### src/rtl/filter_line_scheduler.sv
// rtl/filter_line_scheduler.sv - row rotation and window sequencing for the 3-row line-buffer filter
//
// Purpose:
//   Accepts a pixel stream and writes each row into one of three rotating line
//   buffers. Once three rows are held, it sweeps the middle row and emits a window
//   strobe delayed by the RAM read latency. It also tracks rows per frame and
//   handles frame abort and restart.
//
// Optional feature macro: FILTER_SCHED_BORDER_PASS_EN
//   defined   - sweeps cover columns 0..BLOCK_LENGTH-1; win_border flags the edge columns
//   undefined - sweeps cover columns 1..BLOCK_LENGTH-2; win_border is tied 0
//
// Ports:
//   clk, reset            clock, asynchronous active-high reset
//   frame_start           pulse: start or restart a frame
//   pix_valid/pix_data    pixel source; pix_ready accepts the pixel this cycle
//   wren/wr_row/wr_data   line-buffer write (one-hot buffer, registered data)
//   cursor                column address, aligned with wren and rd_en
//   rd_en/top_sel         read-sweep strobe, physical index of the oldest row
//   out_ready             filter core can take a new window
//   win_valid/win_cursor  window valid at the buffer outputs, and its column
//   win_border            window column is 0 or BLOCK_LENGTH-1
//   frame_done            pulse after the last window of a frame
module filter_line_scheduler #(
  parameter int BLOCK_LENGTH = 720,
  parameter int FRAME_ROWS   = 480,
  parameter int RAM_LATENCY  = 3,
  parameter int CURSOR_W     = 10
) (
  input  logic                clk,
  input  logic                reset,
  input  logic                frame_start,
  input  logic                pix_valid,
  input  logic [15:0]         pix_data,
  output logic                pix_ready,
  output logic                wren,
  output logic [2:0]          wr_row,
  output logic [15:0]         wr_data,
  output logic [CURSOR_W-1:0] cursor,
  output logic                rd_en,
  output logic [1:0]          top_sel,
  input  logic                out_ready,
  output logic                win_valid,
  output logic [CURSOR_W-1:0] win_cursor,
  output logic                win_border,
  output logic                frame_done
);

  localparam int ROW_W = $clog2(FRAME_ROWS + 1);

  localparam logic [CURSOR_W-1:0] LAST_COL      = CURSOR_W'(BLOCK_LENGTH - 1);
`ifdef FILTER_SCHED_BORDER_PASS_EN
  localparam logic [CURSOR_W-1:0] SWEEP_FIRST   = '0;
  localparam logic [CURSOR_W-1:0] SWEEP_LAST    = CURSOR_W'(BLOCK_LENGTH - 1);
`else
  localparam logic [CURSOR_W-1:0] SWEEP_FIRST   = CURSOR_W'(1);
  localparam logic [CURSOR_W-1:0] SWEEP_LAST    = CURSOR_W'(BLOCK_LENGTH - 2);
`endif
  localparam logic [ROW_W-1:0]    ROWS_DONE     = ROW_W'(FRAME_ROWS);
  localparam logic [ROW_W-1:0]    ROWS_TO_SWEEP = ROW_W'(3);

  typedef enum logic [1:0] {IDLE, FILL, SWEEP, DRAIN} state_t;

  state_t                state_q, state_d;
  logic [ROW_W-1:0]      row_cnt_q, row_cnt_d;
  // col_q is the next column to write or issue; cursor_q is the column that
  // goes with the wren/rd_en pulse currently on the outputs.
  logic [CURSOR_W-1:0]   col_q, col_d;
  logic [CURSOR_W-1:0]   cursor_q, cursor_d;
  logic                  wren_q, wren_d;
  logic [15:0]           wr_data_q, wr_data_d;
  logic [2:0]            wr_row_q, wr_row_d;
  logic                  rd_en_q, rd_en_d;
  logic [1:0]            top_sel_q, top_sel_d;
  logic                  frame_done_q, frame_done_d;
  logic                  pix_ready_q, pix_ready_d;
  logic [RAM_LATENCY-1:0] pv_q, pv_d;
  logic [CURSOR_W-1:0]   pc_q [RAM_LATENCY];
  logic [CURSOR_W-1:0]   pc_d [RAM_LATENCY];

  logic             handshake;
  logic             pipe_empty;
  logic [ROW_W-1:0] row_cnt_inc;

  // The oldest row sits in the buffer after the one just written.
  function automatic logic [1:0] next_top(input logic [2:0] row);
    case (row)
      3'b001:  next_top = 2'd1;
      3'b010:  next_top = 2'd2;
      default: next_top = 2'd0;
    endcase
  endfunction

  always_comb begin
    state_d      = state_q;
    row_cnt_d    = row_cnt_q;
    col_d        = col_q;
    cursor_d     = cursor_q;
    wren_d       = 1'b0;
    wr_data_d    = wr_data_q;
    wr_row_d     = wr_row_q;
    rd_en_d      = 1'b0;
    top_sel_d    = top_sel_q;
    frame_done_d = 1'b0;

    handshake   = pix_ready_q && pix_valid && !frame_start;
    pipe_empty  = !rd_en_q && (pv_q == '0);
    row_cnt_inc = row_cnt_q + ROW_W'(1);

    // Read-latency pipeline always advances; out_ready never stalls it.
    pv_d[0] = rd_en_q;
    pc_d[0] = cursor_q;
    for (int i = 1; i < RAM_LATENCY; i++) begin
      pv_d[i] = pv_q[i-1];
      pc_d[i] = pc_q[i-1];
    end

    // Rotate one cycle after the last column's write is on the outputs, so
    // wr_row stays aligned with every wren pulse of its row.
    if (wren_q && (cursor_q == LAST_COL)) begin
      wr_row_d = {wr_row_q[1:0], wr_row_q[2]};
    end

    if (frame_start) begin
      state_d   = FILL;
      row_cnt_d = '0;
      col_d     = '0;
      cursor_d  = '0;
      wr_row_d  = 3'b001;
      pv_d      = '0;
    end else begin
      case (state_q)
        IDLE: ;
        FILL: begin
          if (handshake) begin
            wren_d    = 1'b1;
            wr_data_d = pix_data;
            cursor_d  = col_q;
            if (col_q == LAST_COL) begin
              col_d     = '0;
              row_cnt_d = row_cnt_inc;
              if (row_cnt_inc >= ROWS_TO_SWEEP) begin
                state_d   = SWEEP;
                col_d     = SWEEP_FIRST;
                top_sel_d = next_top(wr_row_q);
              end
            end else begin
              col_d = col_q + CURSOR_W'(1);
            end
          end
        end
        SWEEP: begin
          if (out_ready) begin
            rd_en_d  = 1'b1;
            cursor_d = col_q;
            col_d    = col_q + CURSOR_W'(1);
            if (col_q == SWEEP_LAST) begin
              state_d = DRAIN;
            end
          end
        end
        DRAIN: begin
          if (pipe_empty) begin
            col_d    = '0;
            cursor_d = '0;
            if (row_cnt_q == ROWS_DONE) begin
              frame_done_d = 1'b1;
              state_d      = IDLE;
            end else begin
              state_d = FILL;
            end
          end
        end
        default: state_d = IDLE;
      endcase
    end

    pix_ready_d = (state_d == FILL);
  end

  always_ff @(posedge clk or posedge reset) begin
    if (reset) begin
      state_q      <= IDLE;
      row_cnt_q    <= '0;
      col_q        <= '0;
      cursor_q     <= '0;
      wren_q       <= 1'b0;
      wr_data_q    <= '0;
      wr_row_q     <= 3'b001;
      rd_en_q      <= 1'b0;
      top_sel_q    <= '0;
      frame_done_q <= 1'b0;
      pix_ready_q  <= 1'b0;
      pv_q         <= '0;
      for (int i = 0; i < RAM_LATENCY; i++) begin
        pc_q[i] <= '0;
      end
    end else begin
      state_q      <= state_d;
      row_cnt_q    <= row_cnt_d;
      col_q        <= col_d;
      cursor_q     <= cursor_d;
      wren_q       <= wren_d;
      wr_data_q    <= wr_data_d;
      wr_row_q     <= wr_row_d;
      rd_en_q      <= rd_en_d;
      top_sel_q    <= top_sel_d;
      frame_done_q <= frame_done_d;
      pix_ready_q  <= pix_ready_d;
      pv_q         <= pv_d;
      for (int i = 0; i < RAM_LATENCY; i++) begin
        pc_q[i] <= pc_d[i];
      end
    end
  end

  assign pix_ready  = pix_ready_q;
  assign wren       = wren_q;
  assign wr_row     = wr_row_q;
  assign wr_data    = wr_data_q;
  assign cursor     = cursor_q;
  assign rd_en      = rd_en_q;
  assign top_sel    = top_sel_q;
  assign win_valid  = pv_q[RAM_LATENCY-1];
  assign win_cursor = pc_q[RAM_LATENCY-1];
  assign frame_done = frame_done_q;

`ifdef FILTER_SCHED_BORDER_PASS_EN
  assign win_border = win_valid && ((win_cursor == '0) || (win_cursor == LAST_COL));
`else
  assign win_border = 1'b0;
`endif

endmodule

### config.mk
export PLATFORM = sky130hd
export DESIGN_NAME = filter_line_scheduler
export DESIGN_NICKNAME = d
export VERILOG_FILES = /design/src/rtl/filter_line_scheduler.sv
export SDC_FILE = /design/constraint.sdc
export NUM_CORES = 1
export LEC_CHECK = 0
export CORE_MARGIN = 2
export CORE_UTILIZATION = 55
export CTS_CLUSTER_DIAMETER = 120
export CTS_CLUSTER_SIZE = 40
export DETAILED_ROUTE_END_ITERATION = 6
export PLACE_DENSITY_LB_ADDON = 0.08
export SLEW_MARGIN = 15
export SYNTH_ARGS = -nofsm -noshare
export SYNTH_HDL_FRONTEND = slang
export SYNTH_SLANG_ARGS = --single-unit
### constraint.sdc
create_clock -name clk -period 7.6 [get_ports clk]
set_clock_uncertainty 0.15 [all_clocks]
set_input_delay 1.9 -clock clk [delete_from_list [all_inputs] [get_ports clk]]
set_output_delay 1.9 -clock clk [all_outputs]
set_load 0.01 [all_outputs]
==> results.md <==
Status:
- The flow ran to the end, and the final reports show no timing, DRC or antenna violations.

STA:
- Setup repair after global routing left no endpoint under its margin.
- Headroom to the max-slew limit came out at between 30% and 40%.
- At the pin with the least slew margin, the transition time is 0.909 ns.
- After layout, the worst path uses 62.7% of the clock period.
- The final worst-path setup slack is 2.84 ns.
- The total negative slack is 0 ns.
- After layout, the minimum clock period comes to 4.76 ns.
- The number of slew-limit violations in the final report is 0.
- Across all hold checks on the routed design, the worst slack comes to 0.204 ns.
- The number of endpoints failing setup at the final stage is 0.
- The count of endpoints failing hold in the final timing report is 0.
- The highest attainable clock frequency is approximately 0.21 GHz.

Setup path:
- The required time at the endpoint of the critical path is 7.70 ns.
- The highest net fanout along the worst path is 18.
- For the worst flop-to-flop path, the logic depth is 7.
- Across all register-to-register paths, the minimum setup slack is 4.61 ns.
- By startpoint and endpoint, the worst setup path is classified as input port to flop.
- The start point of the critical path is frame_start.
- The timing endpoint of the critical path is top_sel[0].
- The type of origin of the critical path is an input port.
- For the worst setup path, the data arrival time is 4.86 ns.
- The critical register-to-register path endpoint is pix_ready.
- The element type at the critical path end is a flop.
- The launch point of the worst reg-to-reg path is state_q[1].

GRT:
- The initial antenna violation count is 0.
- The largest net degree at the start of global routing is 90.
- Global routing used 21.2% of the available tracks across all layers.
- The first global-routing pass estimated roughly 12000 um of wire.
- The number of global-route vias before repair is about 2600.
- The total overflow left after global routing is 0.

Routing:
- The via-per-instance ratio is 5.51.
- In the routed design, unresolved DRC markers number 0.
- The detail route stage leaves a number of antenna-violating nets equal to 0.
- The routed design has 7510 um of wire.
- The routed wirelength normalized by instance count is 15.3 um.
- For this block, wires on met1 add up to 3320 um.
- The met2 routed wirelength is roughly 3700 um.
- The detailed-routing iteration count for the pre-antenna-repair pass is 4.
- Signal routing reaches up to met4.
- The starting DRC count in detailed routing is 197.
- The number of vias after detailed routing is 2700.
- After detailed routing, the met3 layer carries about 400 um of wire.

Finish:
- Once layout is complete, the utilization of the core stands at 68.9%.
- The synthesis-to-layout area growth is 22.2%.
- The number of cells in the finished layout apart from fillers is slightly below 500.
- The design area is 0.00465 mm^2.
- The antenna cell count is 0.
- After the last flow step, the layout net total stands at 435.
- The layout has 518 filler cells.
- The fraction of layout cells with a size suffix above 1 is approximately 7.6%.

Clock network:
- The cell at the root of the clock tree is sky130_fd_sc_hd__clkbuf_8.
- The count of cells resized by post-cts repair is 0.
- The post-CTS setup buffer count is 0.
- The maximum clock path buffer count is 2.
- The latest clock arrival within the worst-skew pair is 0.36 ns.
- The CTS sink count is 89.
- The total of hold buffers inserted after clock tree synthesis is 0.
- The H-tree was split into 3 levels.
- The number of clock buffers added by TritonCTS is 9.
- After clock tree synthesis, the clock-pin slew on the worst setup and hold paths is approximately 0.09 ns.
- TritonCTS built the clock tree.

Die:
- The total core area is slightly below 0.007 mm^2.
- The floorplan step defined a die boundary enclosing 0.00761 mm^2.
- Pin placement for this block handled 68 I/O pins.
- The initial cell density of the core is 56.4%.
- The count of standard-cell rows is 30.
- The die extent in x is 87.2 um.
- The overall die height is 87.2 um.

Synthesis:
- The share of the synthesized area in the top cell type is between 50% and 60%.
- Ranked by total cell area, the synthesized netlist is headed by sky130_fd_sc_hd__dfrtp_1, sky130_fd_sc_hd__nand2_1, sky130_fd_sc_hd__ha_1, sky130_fd_sc_hd__nor2_1, sky130_fd_sc_hd__a22o_1.
- Averaged over all synthesized cells, the footprint is 11.0 um^2.
- The cell area that synthesis handed to floorplanning was ~0.0038 mm^2.
- Counting flops and latches in the post-synthesis netlist gives between 80 and 90.
- The number of warnings issued by yosys is 0.
- The cell count after synthesis came out at 347.
- In the synthesized netlist, the cells that appear most often are sky130_fd_sc_hd__dfrtp_1, sky130_fd_sc_hd__nand2_1, sky130_fd_sc_hd__nor2_1.
- The cell taking the most area after synthesis is sky130_fd_sc_hd__dfrtp_1.
- The most frequently used cell type in the post-synthesis netlist is sky130_fd_sc_hd__dfrtp_1.
- After synthesis, the share of flip-flops with an asynchronous set or reset is between 90% and 100%.
- The primary flip-flop cell chosen by synthesis mapping is sky130_fd_sc_hd__dfrtp_1.
- The register area share after synthesis is a little under 60%.
- The number of enable flip-flop cells after synthesis is 0.
- The number of distinct library cell variants in the gate-level netlist after synthesis is 51.
- The number of nets in the synthesized netlist is 377.

Placed design:
- Once placement completed, the tool counted placed cells totaling 474.
- The total half-perimeter wirelength after legalization and detailed placement is 5200 um.
- The congestion estimate from routability-driven global placement came to 0.828.
- The worst slack at placement is 2.47 ns.
- The area of placed instances is 0.00446 mm^2.
- The quantity of I/O buffers inserted on ports is 66.

Power and ir drop:
- VDD sags by at most 0.000185 V.
- For this design the ratio of total power to cell area is 190 mW/mm^2.
- The analysis attributes to cell leakage a power of 2.11 nW.
- The overall power after layout is between 0.8 and 0.9 mW.

Run:
- Across the run, the number of max-cap violations was 0.

Hold path:
- The worst hold-check path type is flop to flop.
[worst max-delay path, cell delays in order]
cell and delay [ns]:
sky130_fd_sc_hd__clkdlybuf4s50_1 0.94, sky130_fd_sc_hd__nand4b_1 0.61, sky130_fd_sc_hd__clkinv_1 0.65, sky130_fd_sc_hd__o211ai_1 0.38, sky130_fd_sc_hd__mux2_2 0.37
[layout by cell type (no fill, tap or decap), drive strengths merged, types with 2 or more instances in the layout]
cell           Yosys  routed
mux2               3       3
nand2             63      63
o21ai              8       8
nand4bb            2       2
o41a               2       2
a22o              11      11
clkdlybuf4s50      0      66
nor2b              6       6
nand4b             3       3
and4               2       2
mux2i              4       4
nor4               9       9
or3                4       4
and3               2       2
nor3               8       8
o211ai             2       2
nor2              30      30
clkbuf             7       9
dfrtp             88      88
clkinv             1       3
xnor2              7       7
xor2               8       8
nand4              7       7
inv                8      12
nand2b             3       3
a21oi              5       5
ha                 9       9
nand3             12      12
buf               14       2
a21boi             2       2
nor3b              2       2
[metal layers]
layer,track usage (%),vias to the layer above
met4,5.87,0
met3,6.64,5
met1,28.0,1316
li1,-,1298
met5,0,-
met2,33.9,81
[final cells by class]
class | count | area (um^2) | share of cell area [%]
sequential | 89 | 2230 | 47.9
clock inverter | 7 | 65.1 | 1.40
inverter | 9 | 35.0 | 0.753
clock buffer | 9 | 124 | 2.66
tap | 80 | 100 | 2.15
timing repair buffer | 68 | 679 | 14.6
multi-input combinational | 228 | 1420 | 30.6
[flip-flops by register name, summed over array words and instances, names as in the netlist]
| register | cells |
|---|---|
| wr_data | 16 |
| wr_row | 3 |
| col_q | 10 |
| pix_ready | 1 |
| row_cnt_q | 9 |
| state_q | 2 |
| top_sel | 2 |
| frame_done | 1 |
| cursor | 10 |
| pc_d | 20 |
| win_cursor | 10 |
| pv_q | 3 |
| wren | 1 |
| rd_en | 1 |
[cells by family after synthesis]
logic type,after synthesis,synth area share (%)
AO/OA/AOI/OAI,40,8.44
XOR/XNOR,15,3.45
adder cells (fa/ha/maj),9,2.96
buffers and inverters,30,4.14
flip-flops,89,58.5
multiplexers,7,1.94
other,1,0.0985
AND/OR/NAND/NOR,156,20.5
[power by group]
part	total, mW	leakage (nW)	internal (mW)	switching, mW
combinational	0.0780	0.821	0.0387	0.0393
sequential	0.498	1.20	0.488	0.0105
clock	0.309	0.0947	0.127	0.181
total	0.885	2.11	0.654	0.231
[worst min path at each step]
stage,endpoint,cells after the start,slack (ns),from
2_1_floorplan,pc_d[0],0,0.18,pc_d[10]
3_3_place_gp,win_cursor[1],0,0.18,pc_d[1]
3_5_place_dp,pc_d[5],0,0.19,pc_d[15]
4_1_cts,pc_d[5],0,0.21,pc_d[15]
5_1_grt,pc_d[0],0,0.21,pc_d[10]
6_report,pc_d[8],0,0.20,pc_d[18]
Power figures use the tool's default switching activity.
